[config.mk]
export PLATFORM = sky130hd
export DESIGN_NAME = pipe_loopback_phy
export DESIGN_NICKNAME = d
export VERILOG_FILES = /design/src/rtl/pipe_phy_pkg.sv /design/src/rtl/pipe_lane_delay.sv /design/src/rtl/pipe_loopback_phy.sv
export SDC_FILE = /design/constraint.sdc
export NUM_CORES = 2
export LEC_CHECK = 0
export CORE_AREA = 2 2 548 550
export DETAILED_ROUTE_END_ITERATION = 10
export DIE_AREA = 0 0 550 552
export PLACE_DENSITY_LB_ADDON = 0.3
export REMOVE_ABC_BUFFERS = 1
export SYNTH_ARGS = -nofsm -noshare
export SYNTH_HDL_FRONTEND = slang
export SYNTH_HIERARCHICAL = 1
export SYNTH_SLANG_ARGS = --single-unit
[constraint.sdc]
create_clock -name CLK -period 2.4 [get_ports CLK]
set_input_delay 0.36 -clock CLK [delete_from_list [all_inputs] [get_ports CLK]]
set_output_delay 0.36 -clock CLK [all_outputs]
set_load 0.05 [all_outputs]
[src/rtl/pipe_phy_pkg.sv]
// Shared encodings for the PIPE loopback PHY: PowerDown states, RxStatus codes and
// the per-lane control state.
package pipe_phy_pkg;

  localparam logic [3:0] PdP0  = 4'd0;
  localparam logic [3:0] PdP0s = 4'd1;
  localparam logic [3:0] PdP1  = 4'd2;
  localparam logic [3:0] PdP2  = 4'd3;

  localparam logic [2:0] RxStatOk       = 3'b000;
  localparam logic [2:0] RxStatDetected = 3'b011;

  typedef enum logic [1:0] {
    StIdle,
    StDetect,
    StPwrChg,
    StRateChg
  } lane_state_e;

endpackage

[src/rtl/pipe_lane_delay.sv]
// Fixed-depth shift register used as the per-lane Tx-to-Rx loopback path.
// All stages clear to zero on reset.
module pipe_lane_delay #(
  parameter int unsigned WIDTH = 8,
  parameter int unsigned DEPTH = 2
) (
  input  logic             clk,
  input  logic             reset,
  input  logic [WIDTH-1:0] din,
  output logic [WIDTH-1:0] dout
);

  logic [WIDTH-1:0] stage_q [DEPTH];

  always_ff @(posedge clk) begin
    if (reset) begin
      for (int s = 0; s < DEPTH; s++) begin
        stage_q[s] <= '0;
      end
    end else begin
      stage_q[0] <= din;
      for (int s = 1; s < DEPTH; s++) begin
        stage_q[s] <= stage_q[s-1];
      end
    end
  end

  assign dout = stage_q[DEPTH-1];

endmodule

[src/rtl/pipe_loopback_phy.sv]
// Behavioural PIPE PHY stand-in: loops Tx lanes back to Rx after a fixed delay and
// emulates receiver detect, power-state change and rate change handshakes.
module pipe_loopback_phy
  import pipe_phy_pkg::*;
#(
  parameter int unsigned LANESNUMBER   = 16,
  parameter int unsigned MAXPIPEWIDTH  = 32,
  parameter int unsigned LATENCY       = 2,
  parameter int unsigned SKEW_EN       = 0,
  parameter int unsigned DETECT_CYCLES = 4,
  parameter int unsigned RATE_CYCLES   = 6
) (
  input  logic                                  CLK,
  input  logic                                  reset,
  input  logic [MAXPIPEWIDTH*LANESNUMBER-1:0]   TxData,
  input  logic [(MAXPIPEWIDTH/8)*LANESNUMBER-1:0] TxDataK,
  input  logic [LANESNUMBER-1:0]                TxDataValid,
  input  logic [LANESNUMBER-1:0]                TxElecIdle,
  input  logic [LANESNUMBER-1:0]                TxDetectRx_Loopback,
  input  logic [4*LANESNUMBER-1:0]              PowerDown,
  input  logic [3:0]                            Rate,
  input  logic [LANESNUMBER-1:0]                det_present,
  output logic [MAXPIPEWIDTH*LANESNUMBER-1:0]   RxData,
  output logic [(MAXPIPEWIDTH/8)*LANESNUMBER-1:0] RxDataK,
  output logic [LANESNUMBER-1:0]                RxDataValid,
  output logic [LANESNUMBER-1:0]                RxValid,
  output logic [LANESNUMBER-1:0]                RxElectricalIdle,
  output logic [3*LANESNUMBER-1:0]              RxStatus,
  output logic [LANESNUMBER-1:0]                PhyStatus
);

  localparam int unsigned KW           = MAXPIPEWIDTH / 8;
  localparam int unsigned DW           = MAXPIPEWIDTH + KW + 3;
  localparam int unsigned PwrChgCycles = 2;
  localparam int unsigned CntMax       = (DETECT_CYCLES > RATE_CYCLES) ? DETECT_CYCLES
                                                                       : RATE_CYCLES;
  localparam int unsigned CntW         = $clog2(CntMax + 1);

  // Committed rate and the rate a running change is heading for; a new Rate value
  // while busy is judged against the target so the change restarts instead of
  // retriggering every cycle.
  logic [3:0]             rate_q, rate_tgt_q;
  logic                   rate_busy, rate_start, rate_done;
  logic [LANESNUMBER-1:0] lane_rate_busy, lane_rate_last;

  assign rate_busy  = lane_rate_busy[0];
  assign rate_start = rate_busy ? (Rate != rate_tgt_q) : (Rate != rate_q);
  assign rate_done  = lane_rate_last[0] & ~rate_start;

  always_ff @(posedge CLK) begin
    if (reset) begin
      rate_q     <= 4'd0;
      rate_tgt_q <= 4'd0;
    end else begin
      if (rate_start) rate_tgt_q <= Rate;
      if (rate_done)  rate_q     <= rate_tgt_q;
    end
  end

  for (genvar i = 0; i < LANESNUMBER; i++) begin : g_lane
    localparam int unsigned Depth = LATENCY + ((SKEW_EN != 0) ? (i % 4) : 0);

    lane_state_e     state_q, state_d;
    logic [CntW-1:0] cnt_q, cnt_d;
    logic [3:0]      pd_q, pd_d, pd_in;
    logic            det_q, det_rise, cnt_last;
    logic            phy_q, phy_d;
    logic [2:0]      rs_q, rs_d;
    logic [DW-1:0]   dly_in, dly_out;

    assign pd_in    = PowerDown[4*i +: 4];
    assign det_rise = TxDetectRx_Loopback[i] & ~det_q;
    assign cnt_last = (cnt_q <= CntW'(1));

    assign lane_rate_busy[i] = (state_q == StRateChg);
    assign lane_rate_last[i] = (state_q == StRateChg) && cnt_last;

    // An operation requested in cycle c completes with PhyStatus in cycle c+N.
    always_comb begin
      state_d = state_q;
      cnt_d   = cnt_q;
      pd_d    = pd_q;
      phy_d   = 1'b0;
      rs_d    = RxStatOk;
      if (rate_start) begin
        state_d = StRateChg;
        cnt_d   = CntW'(RATE_CYCLES - 1);
      end else begin
        unique case (state_q)
          StIdle: begin
            if (pd_in != pd_q) begin
              state_d = StPwrChg;
              cnt_d   = CntW'(PwrChgCycles - 1);
            end else if (det_rise && TxElecIdle[i] && (pd_in == PdP1)) begin
              state_d = StDetect;
              cnt_d   = CntW'(DETECT_CYCLES - 1);
            end
          end
          StDetect: begin
            if (cnt_last) begin
              state_d = StIdle;
              phy_d   = 1'b1;
              rs_d    = det_present[i] ? RxStatDetected : RxStatOk;
            end else begin
              cnt_d = cnt_q - CntW'(1);
            end
          end
          StPwrChg: begin
            if (cnt_last) begin
              state_d = StIdle;
              phy_d   = 1'b1;
              pd_d    = pd_in;
            end else begin
              cnt_d = cnt_q - CntW'(1);
            end
          end
          StRateChg: begin
            if (cnt_last) begin
              state_d = StIdle;
              phy_d   = 1'b1;
            end else begin
              cnt_d = cnt_q - CntW'(1);
            end
          end
          default: state_d = StIdle;
        endcase
      end
    end

    always_ff @(posedge CLK) begin
      if (reset) begin
        state_q <= StIdle;
        cnt_q   <= '0;
        pd_q    <= PdP1;
        det_q   <= 1'b0;
        phy_q   <= 1'b0;
        rs_q    <= RxStatOk;
      end else begin
        state_q <= state_d;
        cnt_q   <= cnt_d;
        pd_q    <= pd_d;
        det_q   <= TxDetectRx_Loopback[i];
        phy_q   <= phy_d;
        rs_q    <= rs_d;
      end
    end

    // Electrical idle travels inverted so the cleared delay line reads as idle.
    assign dly_in = {TxDataValid[i] & ~TxElecIdle[i], ~TxElecIdle[i], TxDataValid[i],
                     TxDataK[KW*i +: KW], TxData[MAXPIPEWIDTH*i +: MAXPIPEWIDTH]};

    pipe_lane_delay #(
      .WIDTH (DW),
      .DEPTH (Depth)
    ) u_delay (
      .clk   (CLK),
      .reset (reset),
      .din   (dly_in),
      .dout  (dly_out)
    );

    assign RxData[MAXPIPEWIDTH*i +: MAXPIPEWIDTH] = dly_out[MAXPIPEWIDTH-1:0];
    assign RxDataK[KW*i +: KW]                    = dly_out[MAXPIPEWIDTH +: KW];
    assign RxDataValid[i]                         = dly_out[MAXPIPEWIDTH+KW];
    assign RxElectricalIdle[i]                    = ~dly_out[MAXPIPEWIDTH+KW+1];
    assign RxValid[i]                             = dly_out[DW-1] & (state_q == StIdle);
    assign PhyStatus[i]                           = phy_q;
    assign RxStatus[3*i +: 3]                     = rs_q;
  end

endmodule
==> reports/qor.yml <==
dr_total_vias: 32900
path_buf_inv: 1
die_w_um: 550
ys_ff_latch: 1448
synth-compound-area-share_pct: 3.24
grt_pass1_vias: 34000
viasPerCell: 3.42
fin_util_pct: 23.5
io_buffers: 1381
grt_max_degree: 146
post-synth-top-area-cell: "dfxtp_1"
drive_gt1_share_pct: 9.30
fin_crit_sh_pct: 97.5
crit_cells: 1
antenna_left: 0
power_density_nw_per_um2: 852
slew_headroom_pct: 44.3
clk_latency_ns: 0.85
worst-slew-pin-transition_ns: 0.834
cts_max_path_buffers: 4
die_y_um: 552
crit_path_max_incr_delay_ns: 0.61
startpoint_type: "flip-flop"
ys.flop_type: "dfxtp_1"
clock_power_share_pct: 47.1
synth_edf_count: 0
cts_root_buffer: "clkbuf_16"
synth_top_family_by_area: "simple AND/OR/NAND/NOR gates"
yosys_warnings: 6
worstSetupPathType: "reg2out"
hpwl_mm: 160
min_path_cells: 2
syn_avg_cell_area_um2: 10.9
grt_overflow: 0
p_leak_nw: 28.4
critPathCaptureType: "output port"
hold_viol_final: 0
gp_congestion: 0.850
drt-initial-drc-count: 1280
crit_family: "buffers and inverters"
grt_usage_pct: 12.4
status: "completed"
cts_tree: "done"
synth_area_leaders: "dfxtp_1 (59%), nor2b_1 (16%), buf_4 (11%)"
syn_area_um2: 49100
p_int_mw: 44.6
drcViolationCount: 0
fin_crit_ns: 2.34
cp_max_fo: 1
critPathArrivalTime_ns: 1.98
ir_drop_mv: 0.554
switchingPower_mw: 15.0
async_flop_share_pct: 0
ys_seq_area_share_pct: 59.1
drt_wl_total_mm: 196
antenna_found_initial: 171
synthCells: 4497
rr_worst_depth: 7
synth-xor-area-share_pct: 1.18
io-pin-count: 1398
dr.pass1.iters: 5
crit_required_ns: 2.04
maxCapViolCount: 0
place_ws_ns: -0.0696
cp_cell_sequence: "dlygate4sd2_1"
wl_per_cell_um: 20.4
synth_fa_ha_area_share_pct: 0.714
fin_skew_ns: 0.0529
fmax_ghz: 0.428
die-area_um2: 304000
synth_mux_area_share_pct: 1.15
slowest_stage: "dlygate4sd2_1"
fin_nets: 6224
fp.coreArea_um2: 298000
synth_top_area_share_pct: 59.1
setup_viol: 0
hold_path.class: "in2reg"
cts-htree-levels: 4
seq_power_share_pct: 42.8
grt_pass1_wl_mm: 268
initial_core_util_pct: 16.5
clk_pin_slew_ns: 0.06
p_comb_share_pct: 10.1
ys_types: 57
finalMaxSlewViolations: 0
numCtsBuffers: 176
syn_to_final_growth_pct: 42.6
clock-sinks: 1448
switching_share_pct: 25.1
synth_simple_gate_area_share_pct: 21.6
worst_slack_ns: 0.0610
fp-row-count: 201
-- path summary, 6_finish.rpt --
| kind | startpoint | endpoint | slack [ns] |
|---|---|---|---|
| hold / removal | TxData[72] | g_lane[2].u_delay/stage_q[0][8]$_SDFF_PP0_ | 0.1 |
| hold reg to reg | g_lane[11].u_delay/stage_q[0][38]$_SDFF_PP0_ | g_lane[11].u_delay/stage_q[0][77]$_SDFF_PP0_ | 0.40 |
| setup reg to reg | g_lane[0].state_q[0]$_SDFFE_PP0P_ | g_lane[9].pd_q[1]$_SDFFE_PP1P_ | 0.38 |
| setup / recovery | g_lane[2].u_delay/stage_q[0][42]$_SDFF_PP0_ | RxData[67] | 0.06 |
-- Yosys cell counts (16+ instances only) --
| cell type | count |
|---|---|
| dfxtp_1 | 1448 |
| nor2b_1 | 1292 |
| buf_4 | 690 |
| nor2_1 | 126 |
| nand2_1 | 101 |
| buf_2 | 90 |
| a21oi_1 | 68 |
| inv_1 | 68 |
| xnor2_1 | 66 |
| mux2i_1 | 52 |
| o21ai_0 | 52 |
| buf_6 | 34 |
| nand4_1 | 33 |
| nor3_1 | 32 |
| clkbuf_1 | 31 |
| a31oi_1 | 29 |
| ha_1 | 28 |
| a22oi_1 | 20 |
| and2_1 | 19 |
| nor4_1 | 19 |
| nand3_1 | 16 |
-- sequential cells by signal, summed over array words and instances, names as in the netlist --
signal	flops
g_lane.u_delay/stage_q	1248
g_lane.pd_q	64
g_lane.cnt_q	48
g_lane.state_q	32
g_lane.det_q	16
g_lane.phy_q	16
g_lane.rs_q	16
rate_q	4
rate_tgt_q	4
-- metrics by stage --
step	cells	cell area, µm²	total power [mW]	setup TNS, ns	hold WS, ns
5_1_grt	9583	70000	62.1	-0.0000786	0.0180
4_1_cts	9577	69900	60.9	0	0.000185
3_5_place_dp	9104	62700	32.1	-0.480	0.420
3_3_place_gp	9104	62700	32.1	0	0.415
6_report	9593	70000	59.6	0	0.0999
2_1_floorplan	3667	43000	28.7	-54.12	0.414
-- routing by layer --
metal  global-route usage [%]  vias up  wire length (µm)
li1                         -    15500                 -
met1                     14.3    15400             79100
met2                     21.3     1422             92200
met3                     5.02      496             18800
met4                     2.64       58              5220
met5                        0        -               378
-- power by group through the flow --
stage | sequential, mW | clock (mW) | combinational (mW)
after detailed placement | 26.1 | 0 | 6.06
after CTS | 25.5 | 29.2 | 6.13
after global placement | 26.0 | 0 | 6.02
final | 25.5 | 28.1 | 6.02
after floorplan | 27.3 | 0 | 1.39
after global routing | 25.6 | 30.1 | 6.43
-- area by class of cell --
class | instances | area (µm²)
Clock inverter | 69 | 1090
Multi-Input combinational cell | 2150 | 13800
Timing Repair Buffer | 1641 | 15800
Clock buffer | 244 | 5030
Fill cell | 32100 | 228000
Antenna cell | 14 | 35.0
Tap cell | 3958 | 4950
Inverter | 69 | 260
Sequential cell | 1448 | 29000
-- cell families (layout without fill, tap and decap cells) --
kind of cell	count (synthesis)	in the layout
mux	56	56
simple gates	1741	1741
buf+inv	914	2023
compound gates	243	243
xor+xnor	66	66
fa+ha+maj	28	28
other cells	1	30
flops	1448	1448
-- placed cells by master (no fill, tap or decap), types with 16 or more instances in the layout --
master / instances
a21oi_1: 68
nand4_1: 33
dlygate4sd2_1: 477
inv_1: 68
buf_4: 139
conb_1: 16
clkbuf_8: 35
a31oi_1: 29
o21ai_0: 52
dlymetal6s2s_1: 20
nor4_1: 19
dlygate4sd3_1: 160
bufinv_16: 20
nor2_1: 114
and2_1: 18
clkdlybuf4s50_1: 802
clkinv_2: 23
clkbuf_16: 177
nor3_1: 32
xnor2_1: 66
buf_12: 26
a22oi_1: 20
clkbuf_1: 32
nor2b_1: 1292
dfxtp_1: 1447
nand2_1: 101
mux2i_1: 52
ha_1: 28
-- what timing repair did --
| action | 4_1_cts | 5_1_grt |
|---|---|---|
| setup buffers | 0 | 2 |
| pin swaps | 0 | 1 |
| gates resized for setup | 535 | 25 |
| hold endpoints to repair | 160 | 0 |
| setup endpoints to repair | 501 | 25 |
| gates cloned | 0 | 0 |
| hold buffers | 160 | 0 |
(Power assumes the default switching activity.)
